--- src/rtl/magia_stdout_eoc_ctrl.sv ---
// Per-tile console buffering with line-granular round-robin output, plus
// per-tile exit-code capture and global end-of-computation flags.
module magia_stdout_eoc_ctrl #(
   parameter int N_TILES    = 4,
   parameter int FIFO_DEPTH = 64,
   parameter int HART_W     = (N_TILES > 1) ? $clog2(N_TILES) : 1
) (
   input  logic                  clk_i,
   input  logic                  rst_ni,
   input  logic [N_TILES-1:0]    chr_valid_i,
   input  logic [N_TILES*8-1:0]  chr_data_i,
   output logic [N_TILES-1:0]    chr_ready_o,
   output logic                  out_valid_o,
   input  logic                  out_ready_i,
   output logic [7:0]            out_data_o,
   output logic [HART_W-1:0]     out_hartid_o,
   output logic                  out_sol_o,
   input  logic [N_TILES-1:0]    eoc_valid_i,
   input  logic [N_TILES*16-1:0] eoc_code_i,
   output logic [N_TILES-1:0]    eoc_done_o,
   output logic [N_TILES*16-1:0] exit_code_o,
   output logic                  eoc_all_o,
   output logic                  eoc_err_o
);

   localparam int AW = $clog2(FIFO_DEPTH);
   localparam int PW = AW + 1;
   localparam logic [7:0] NL = 8'h0A;

   typedef enum logic {IDLE, SEND} state_t;

   state_t                        state;
   logic [HART_W-1:0]             grant;
   logic [HART_W-1:0]             rr;
   logic                          flush;
   logic                          sol;
   logic [PW-1:0]                 byte_cnt;
   logic                          out_valid_q;

   logic [N_TILES-1:0]            full;
   logic [N_TILES-1:0]            eligible;
   logic [N_TILES-1:0][7:0]       head;
   logic [N_TILES-1:0][PW-1:0]    line_cnt;

   logic                          found;
   logic [HART_W-1:0]             next_grant;
   logic [HART_W:0]               cand_wide;

   logic [N_TILES-1:0]            done;
   logic [N_TILES*16-1:0]         codes;
   logic                          all_q;
   logic                          err_q;

   // Each tile owns a FIFO with wrap-bit pointers and a count of complete lines held
   for (genvar t = 0; t < N_TILES; t++) begin : g_tile
      logic [7:0]    mem [FIFO_DEPTH];
      logic [PW-1:0] wr_ptr;
      logic [PW-1:0] rd_ptr;
      logic [PW-1:0] lines;
      logic [7:0]    in_byte;
      logic          push;
      logic          pop;
      logic          inc;
      logic          dec;

      assign in_byte     = chr_data_i[8*t +: 8];
      assign full[t]     = (wr_ptr[AW] != rd_ptr[AW]) && (wr_ptr[AW-1:0] == rd_ptr[AW-1:0]);
      assign push        = chr_valid_i[t] && !full[t];
      assign pop         = out_valid_q && out_ready_i && (grant == HART_W'(t));
      assign head[t]     = mem[rd_ptr[AW-1:0]];
      assign inc         = push && (in_byte == NL);
      assign dec         = pop && (head[t] == NL);
      assign line_cnt[t] = lines;
      assign eligible[t] = (lines != '0) || full[t];

      always_ff @(posedge clk_i) begin
         if (push) begin
            mem[wr_ptr[AW-1:0]] <= in_byte;
         end
      end

      always_ff @(posedge clk_i or negedge rst_ni) begin
         if (!rst_ni) begin
            wr_ptr <= '0;
            rd_ptr <= '0;
            lines  <= '0;
         end else begin
            if (push) begin
               wr_ptr <= wr_ptr + PW'(1);
            end
            if (pop) begin
               rd_ptr <= rd_ptr + PW'(1);
            end
            // A newline pushed and popped on the same cycle leaves the count unchanged
            if (inc && !dec && (lines != PW'(FIFO_DEPTH))) begin
               lines <= lines + PW'(1);
            end else if (dec && !inc) begin
               lines <= lines - PW'(1);
            end
         end
      end
   end

   assign chr_ready_o = ~full;

   // Round-robin search starting just after the last granted tile
   always_comb begin
      found      = 1'b0;
      next_grant = '0;
      cand_wide  = '0;
      for (int i = 1; i <= N_TILES; i++) begin
         cand_wide = {1'b0, rr} + (HART_W+1)'(i);
         if (cand_wide >= (HART_W+1)'(N_TILES)) begin
            cand_wide = cand_wide - (HART_W+1)'(N_TILES);
         end
         if (!found && eligible[cand_wide[HART_W-1:0]]) begin
            found      = 1'b1;
            next_grant = cand_wide[HART_W-1:0];
         end
      end
   end

   always_ff @(posedge clk_i or negedge rst_ni) begin
      if (!rst_ni) begin
         state       <= IDLE;
         grant       <= '0;
         rr          <= HART_W'(N_TILES - 1);
         flush       <= 1'b0;
         sol         <= 1'b0;
         byte_cnt    <= '0;
         out_valid_q <= 1'b0;
      end else begin
         case (state)
            IDLE: begin
               if (found) begin
                  grant       <= next_grant;
                  rr          <= next_grant;
                  flush       <= (line_cnt[next_grant] == '0);
                  sol         <= 1'b1;
                  byte_cnt    <= '0;
                  out_valid_q <= 1'b1;
                  state       <= SEND;
               end
            end
            SEND: begin
               if (out_ready_i) begin
                  sol      <= 1'b0;
                  byte_cnt <= byte_cnt + PW'(1);
                  // A newline ends either mode; a flush otherwise ends after a full FIFO's worth
                  if ((head[grant] == NL) || (flush && (byte_cnt == PW'(FIFO_DEPTH - 1)))) begin
                     out_valid_q <= 1'b0;
                     state       <= IDLE;
                  end
               end
            end
            default: begin
               out_valid_q <= 1'b0;
               state       <= IDLE;
            end
         endcase
      end
   end

   assign out_valid_o  = out_valid_q;
   assign out_data_o   = out_valid_q ? head[grant] : 8'h00;
   assign out_hartid_o = out_valid_q ? grant : '0;
   assign out_sol_o    = out_valid_q && sol;

   // First strobe per tile wins; the summary flags trail the captures by one cycle
   always_ff @(posedge clk_i or negedge rst_ni) begin
      if (!rst_ni) begin
         done  <= '0;
         codes <= '0;
         all_q <= 1'b0;
         err_q <= 1'b0;
      end else begin
         for (int t = 0; t < N_TILES; t++) begin
            if (eoc_valid_i[t] && !done[t]) begin
               done[t]           <= 1'b1;
               codes[16*t +: 16] <= eoc_code_i[16*t +: 16];
            end
         end
         all_q <= &done;
         err_q <= |codes;
      end
   end

   assign eoc_done_o  = done;
   assign exit_code_o = codes;
   assign eoc_all_o   = all_q;
   assign eoc_err_o   = err_q;

endmodule

--- config.mk ---
export PLATFORM = sky130hd
export DESIGN_NAME = magia_stdout_eoc_ctrl
export DESIGN_NICKNAME = d
export VERILOG_FILES = /design/src/rtl/magia_stdout_eoc_ctrl.sv
export SDC_FILE = /design/constraint.sdc
export NUM_CORES = 2
export LEC_CHECK = 0
export BUFFER_PORTS_ARGS = -buffer_cell sky130_fd_sc_hd__buf_2
export CAP_MARGIN = 20
export CORE_MARGIN = 4
export CORE_UTILIZATION = 29
export DETAILED_ROUTE_END_ITERATION = 12
export PLACE_DENSITY = 0.51
export SETUP_SLACK_MARGIN = 0.05
export SYNTH_ARGS = -nofsm -noshare
export SYNTH_HDL_FRONTEND = slang
export SYNTH_SLANG_ARGS = --single-unit
--- constraint.sdc ---
create_clock -name clk_i -period 13.6 [get_ports clk_i]
set_clock_uncertainty 0.1 [all_clocks]
set_input_delay 0.68 -clock clk_i [delete_from_list [all_inputs] [get_ports clk_i]]
set_output_delay 0.68 -clock clk_i [all_outputs]
set_load 0.05 [all_outputs]
[After elaboration in Yosys (flattened, before gate mapping)]
Memories as Yosys holds them, arrays and structs flattened.
Cells that the tools add are included.
Cells by class
  multiplexer cells: 55
  bitwise logic cells: 2
  $lt $le $gt $ge: 10
  equality and inequality tests: 28
  reduce and logical (&&, ||, !) cells: 81
  add/sub/neg operators: 25
Operators by type and width (number)
  $add A7 B1 Y7 const B: 13
  $mux W7: 11
  $eq A8 B4 Y1 const B: 9
  $reduce_or A64 Y1: 1
  $logic_and A1 B1 Y1: 42
  $ne A7 B7 Y1 const B: 4
  $reduce_bool A7 Y1: 4
  $sub A7 B1 Y7 const B: 4
  $eq A6 B6 Y1: 4
  $mux W1: 23
  $logic_not A1 Y1: 19
  $lt A2 B3 Y1 const B: 6
  $mux W2: 9
  $bmux W8 S2: 1
  $mux W8: 2
  $bmux W7 S2: 1
  $pmux W7 S2: 1
  $ge A3 B3 Y1 const B: 4
  $bmux W1 S2: 4
  $reduce_bool A2 Y1: 4
  $sub A2 B1 Y2 const B: 4
  $eq A7 B6 Y1 const B: 1
  $logic_not A7 Y1: 1
  $add A2 B2 Y3 const B: 2
  15 further kinds: 27
Word-level totals
  logic and storage cells: 234
  memories: 4
  output and inout port bits: 86
  memory bits (writable): 2048
  bits in registers: 169
Memory list
  g_tile[0].mem: depth 64, bits a word 8, read ports 1, clocked after memory_dff 0, write ports 1, line 56  | logic [7:0] mem [FIFO_DEPTH];
  g_tile[1].mem: depth 64, bits a word 8, read ports 1, clocked after memory_dff 0, write ports 1, line 56
  g_tile[2].mem: depth 64, bits a word 8, read ports 1, clocked after memory_dff 0, write ports 1, line 56
  g_tile[3].mem: depth 64, bits a word 8, read ports 1, clocked after memory_dff 0, write ports 1, line 56

[Longest topological paths before layout]
  word-level depth: 18
  gate-level depth with buffers: 23

[Least setup slack after synthesis]
No wires, ideal clock.
  kind: reg-to-reg
  from: register g_tile[3].rd_ptr[1]
  to: register g_tile[3].lines[6]
  arrival time: 4.359 ns
  library setup time: 0.079 ns
  path buffers: 5
  clock period less this slack: 4.539 ns
  setup slack: 9.061 ns
  stages on the path, launching flop included: 22
  cell sequence: dfrtp_1 > buf_2 > buf_2 > buf_2 > buf_2 > xor2_1 > nor4_1 > nand4_1 > and2_1 > buf_2 > nand3_1 > a21oi_1 > and2_1 > fa_1 > inv_1 > a21o_1 > a21oi_1 > o21bai_1 > a21oi_1 > and2_1 > mux2_2 > mux2i_1
Between the ends
  cells in the longest elaborated chain, start to end: 8
Ends and longest elaborated chain
  start, declared: line 58  | logic [PW-1:0] rd_ptr;
  start signal, assigned: line 92  | rd_ptr <= rd_ptr + PW'(1);
  branches (longest 8 deep; another with $mem_v2 Z64 W8)
  end signal, assigned: line 96  | lines <= lines + PW'(1);
  end signal, assigned: line 98  | lines <= lines - PW'(1);
  end, declared: line 59  | logic [PW-1:0] lines;
Parallel ways; which one is timed is not known.
A chain may end at the register's enable or synchronous reset.

[Worst setup path in the final report]
  from: register g_tile[0].rd_ptr[0]
  to: output out_data_o[1]
Between the ends
  cells in the longest elaborated chain, start to end: 4
Ends and longest elaborated chain
  start, declared: line 58
  start signal, assigned: line 92
  $mem_v2 Z64 W8
  $bmux W8 S2: line 165  | assign out_data_o = out_valid_q ? head[grant] : 8'h00;
  $mux W8 (not written as such): line 165
  $mux W8: line 165
  end, declared: line 15  | output logic [7:0] out_data_o,
No other way between the ends. The select of a mux whose other input is x is not followed.

==> impl_metrics.py <==
metrics = {
    "floorplan": {
        "io-pin-count": 193,
        "dieArea_mm2": 0.3148,
        "rows": 202,
        "core_mm2": 0.3035,
        "die_h_um": 561.0,
        "fp.dieW_um": 561.0,
        "start_util_pct": 29.22,
    },
    "timing": {
        "finalSetupViolations": 0,
        "min_period_ps": 6995,
        "tightest_slew_ps": 1142,
        "tns_ps": 0,
        "slew_headroom_pct": 23.61,
        "grt_setup_unrepaired": "false",
        "drv_slew": 0,
        "fmax_mhz": 143.0,
        "hold_violations": 0,
        "period_share_pct": 51.43,
    },
    "synth": {
        "yosys_register_bits": 2217,
        "yosys.cell_types.count": 84,
        "ys_warn_count": 0,
        "synth_seq_area_share_pct": 74.11,
        "synthTopCellsByArea": "edfxtp_1, mux4_2, dfrtp_1",
        "synth_edf_count": 2048,
        "synthDominantCellAreaShare_pct": 69.34,
        "syn_inst": 4582,
        "synth_area_mm2": 0.08870,
        "yosys.area.top_type": "edfxtp_1",
        "synthArstFlopShare_pct": 7.623,
        "dominantRegCellSynth": "edfxtp_1",
        "syn-num-nets": 4722,
        "syn_area_per_cell_um2": 19.36,
    },
    "pwr": {
        "ir_drop_mv": 0.1296,
        "p_per_area_mw_per_mm2": 186.4,
        "p_sw_mw": 5.926,
        "pwr-share-clk_pct": 31.9,
        "switching_share_pct": 31.07,
        "p_int_mw": 13.15,
        "total_power_mw": 19.07,
        "seqPwrFrac_pct": 43.1,
        "p_comb_share_pct": 25.0,
        "p_leak_nw": 32.65,
    },
    "clock_network": {
        "cts_buffers": 232,
        "cts_root_buffer": "clkbuf_16",
        "post-cts-setup-buffers": 0,
        "path_clk_slew_ps": 60,
        "cts_buffer_depth": 4,
        "cts.htree.levels": 4,
        "cts_hold_buf": 71,
        "clkSinkCount": 2217,
        "cts_resized": 0,
        "clkLatencyLatePin_ps": 870,
        "cts_tree": "built",
    },
    "detailed_routing": {
        "totalWireLength_mm": 233.5,
        "vias": 45580,
        "drt_iter0_drc": 4269,
        "firstDrtPassIters": 7,
        "wl_per_cell_um": 25.34,
        "vias_per_cell": 4.948,
        "drc": 0,
        "drt.antenna.violating_nets": 0,
    },
    "worst_setup_path": {
        "crit_buf_inv": 3,
        "worstPathRequired_ps": 12820,
        "crit_path_start_kind": "flip-flop",
        "max_stage_delay_ps": 790,
        "cp_cell_sequence": "buf_4, buf_4, nor2b_1, a221oi_1, a221oi_1, nor3_1, o22ai_1, a211oi_1, nor2_1, buf_2",
        "cp_slowest_cell": "nor3_1",
        "worst-path-max-fanout": 40,
        "worst-setup-path-type": "flip-flop to output port",
        "cp_top_family": "buffers and inverters",
        "worst_ep_arrival_time_ps": 6210,
        "cp-end-kind": "output port",
    },
    "finish": {
        "final_area_mm2": 0.1023,
        "area_delta_synth_final_pct": 15.37,
        "final_cell_mix": "edfxtp_1, mux4_2, nor2_1",
        "nFillCells": 28540,
        "drive_above_1_share_pct": 24.73,
        "final_nets": 5076,
        "layout_commonest_cell": "edfxtp_1",
    },
    "placed_design": {
        "placed_area_mm2": 0.09437,
        "portBuffers": 192,
        "place_congestion": 0.8475,
        "hpwl_mm": 145.8,
    },
    "global_routing": {
        "grt_antenna_before_repair": 8,
        "grt_pass1_wl_mm": 339.8,
        "grt_pass1_vias": 47190,
        "grt_max_degree": 85,
        "grt_remaining_overflow": 0,
        "grt_usage_pct": 14.45,
    },
    "run": {
        "max_cap_viol_count": 0,
    },
    "hold_path": {
        "min_path_type": "primary input to flip-flop",
    },
    "outcome": {
        "outcome": "complete, no violations",
    },
}
area by class of cell:
class / count / area (um^2) / share of cell area [%]
repair buffers: 371 / 2519 / 2.461
multi-input cells: 2081 / 21600 / 21.11
diodes: 4 / 10.01 / 0.009782
inverters: 33 / 123.9 / 0.1210
clock buffers: 295 / 6146 / 6.006
flip-flops and latches: 2217 / 65770 / 64.27
clock inverters: 131 / 1059 / 1.034
well taps: 4080 / 5105 / 4.989
synthesized netlist by cell type, drive strengths merged, types with 12 or more instances:
library cell,number
edfxtp,2048
mux4,463
nor2,345
dfrtp,167
buf,151
mux2i,144
mux2,135
nand2,128
clkbuf,100
a21oi,79
a22oi,66
xnor2,59
nand3,51
nor4,41
xor2,38
nor2b,36
a221oi,35
o21ai,33
nand4,32
and2,30
ha,29
nor3,27
inv,26
o221ai,22
nand3b,21
a22o,19
o22ai,18
a211oi,16
a21o,15
a211o,14
nand2b,13
or2,12
state kept, by name, indices dropped and copies added, names as in the netlist, 2 cells and up:
signal         cells
g_tile.mem      2048
exit_code_o       64
g_tile.lines      28
g_tile.rd_ptr     28
g_tile.wr_ptr     28
byte_cnt           7
eoc_done_o         4
grant              2
rr                 2
final timing paths:
| path | start | end | slack (ps) | cells past startpoint |
|---|---|---|---|---|
| min in group asynchronous | rst_ni | g_tile[1].rd_ptr[4] | 240 | 2 |
| setup / recovery | g_tile[0].rd_ptr[0] | out_data_o[1] | 6610 | 10 |
| setup reg to reg | g_tile[1].rd_ptr[1] | g_tile[1].lines[6] | 6820 | 18 |
| hold reg to reg | g_tile[3].rd_ptr[6] | g_tile[3].rd_ptr[6] | 390 | 1 |
| max in group asynchronous | rst_ni | g_tile[0].rd_ptr[0] | 11810 | 3 |
| hold / removal | chr_data_i[28] | g_tile[3].mem[48][4] | 40 | 1 |
power by group through the flow:
stage | combinational (mW) | clock (mW) | sequential [mW]
2_1_floorplan | 3.37 | 0 | 8.09
3_3_place_gp | 4.79 | 0 | 8.36
3_5_place_dp | 4.81 | 0 | 8.37
4_1_cts | 4.84 | 6.24 | 8.23
5_1_grt | 5.06 | 6.53 | 8.27
6_report | 4.76 | 6.09 | 8.22
stage by stage:
stage	worst slack (ps)	hold slack, ps	util [%]	instances
2_1_floorplan	9061	284.4	-	4582
3_3_place_gp	7007	376.1	31.08	8704
3_5_place_dp	6838	377.4	31.09	8708
4_1_cts	6332	8.918	33.70	9205
5_1_grt	6209	22.08	33.71	9211
6_report	6605	43.02	33.71	9212
logic make-up (layout without fill, tap and decap cells):
logic type,count (synthesis),count (layout),synth area share (%)
other cells,0,4,0
simple gates,801,801,4.401
compound gates,408,408,3.348
fa+ha+maj,33,33,0.4994
buf+inv,284,830,1.567
mux,742,742,15.12
xor+xnor,97,97,0.9579
flops,2217,2217,74.11
metal layers:
| layer | part of all wire [%] | GRT usage, % |
|---|---|---|
| met3 | 5.8 | 2.379 |
| met5 | 0.011 | 0 |
| met1 | 43 | 19.90 |
| met2 | 48 | 23.68 |
| met4 | 2.8 | 4.055 |
No activity file was read; power rests on OpenSTA's default activity.
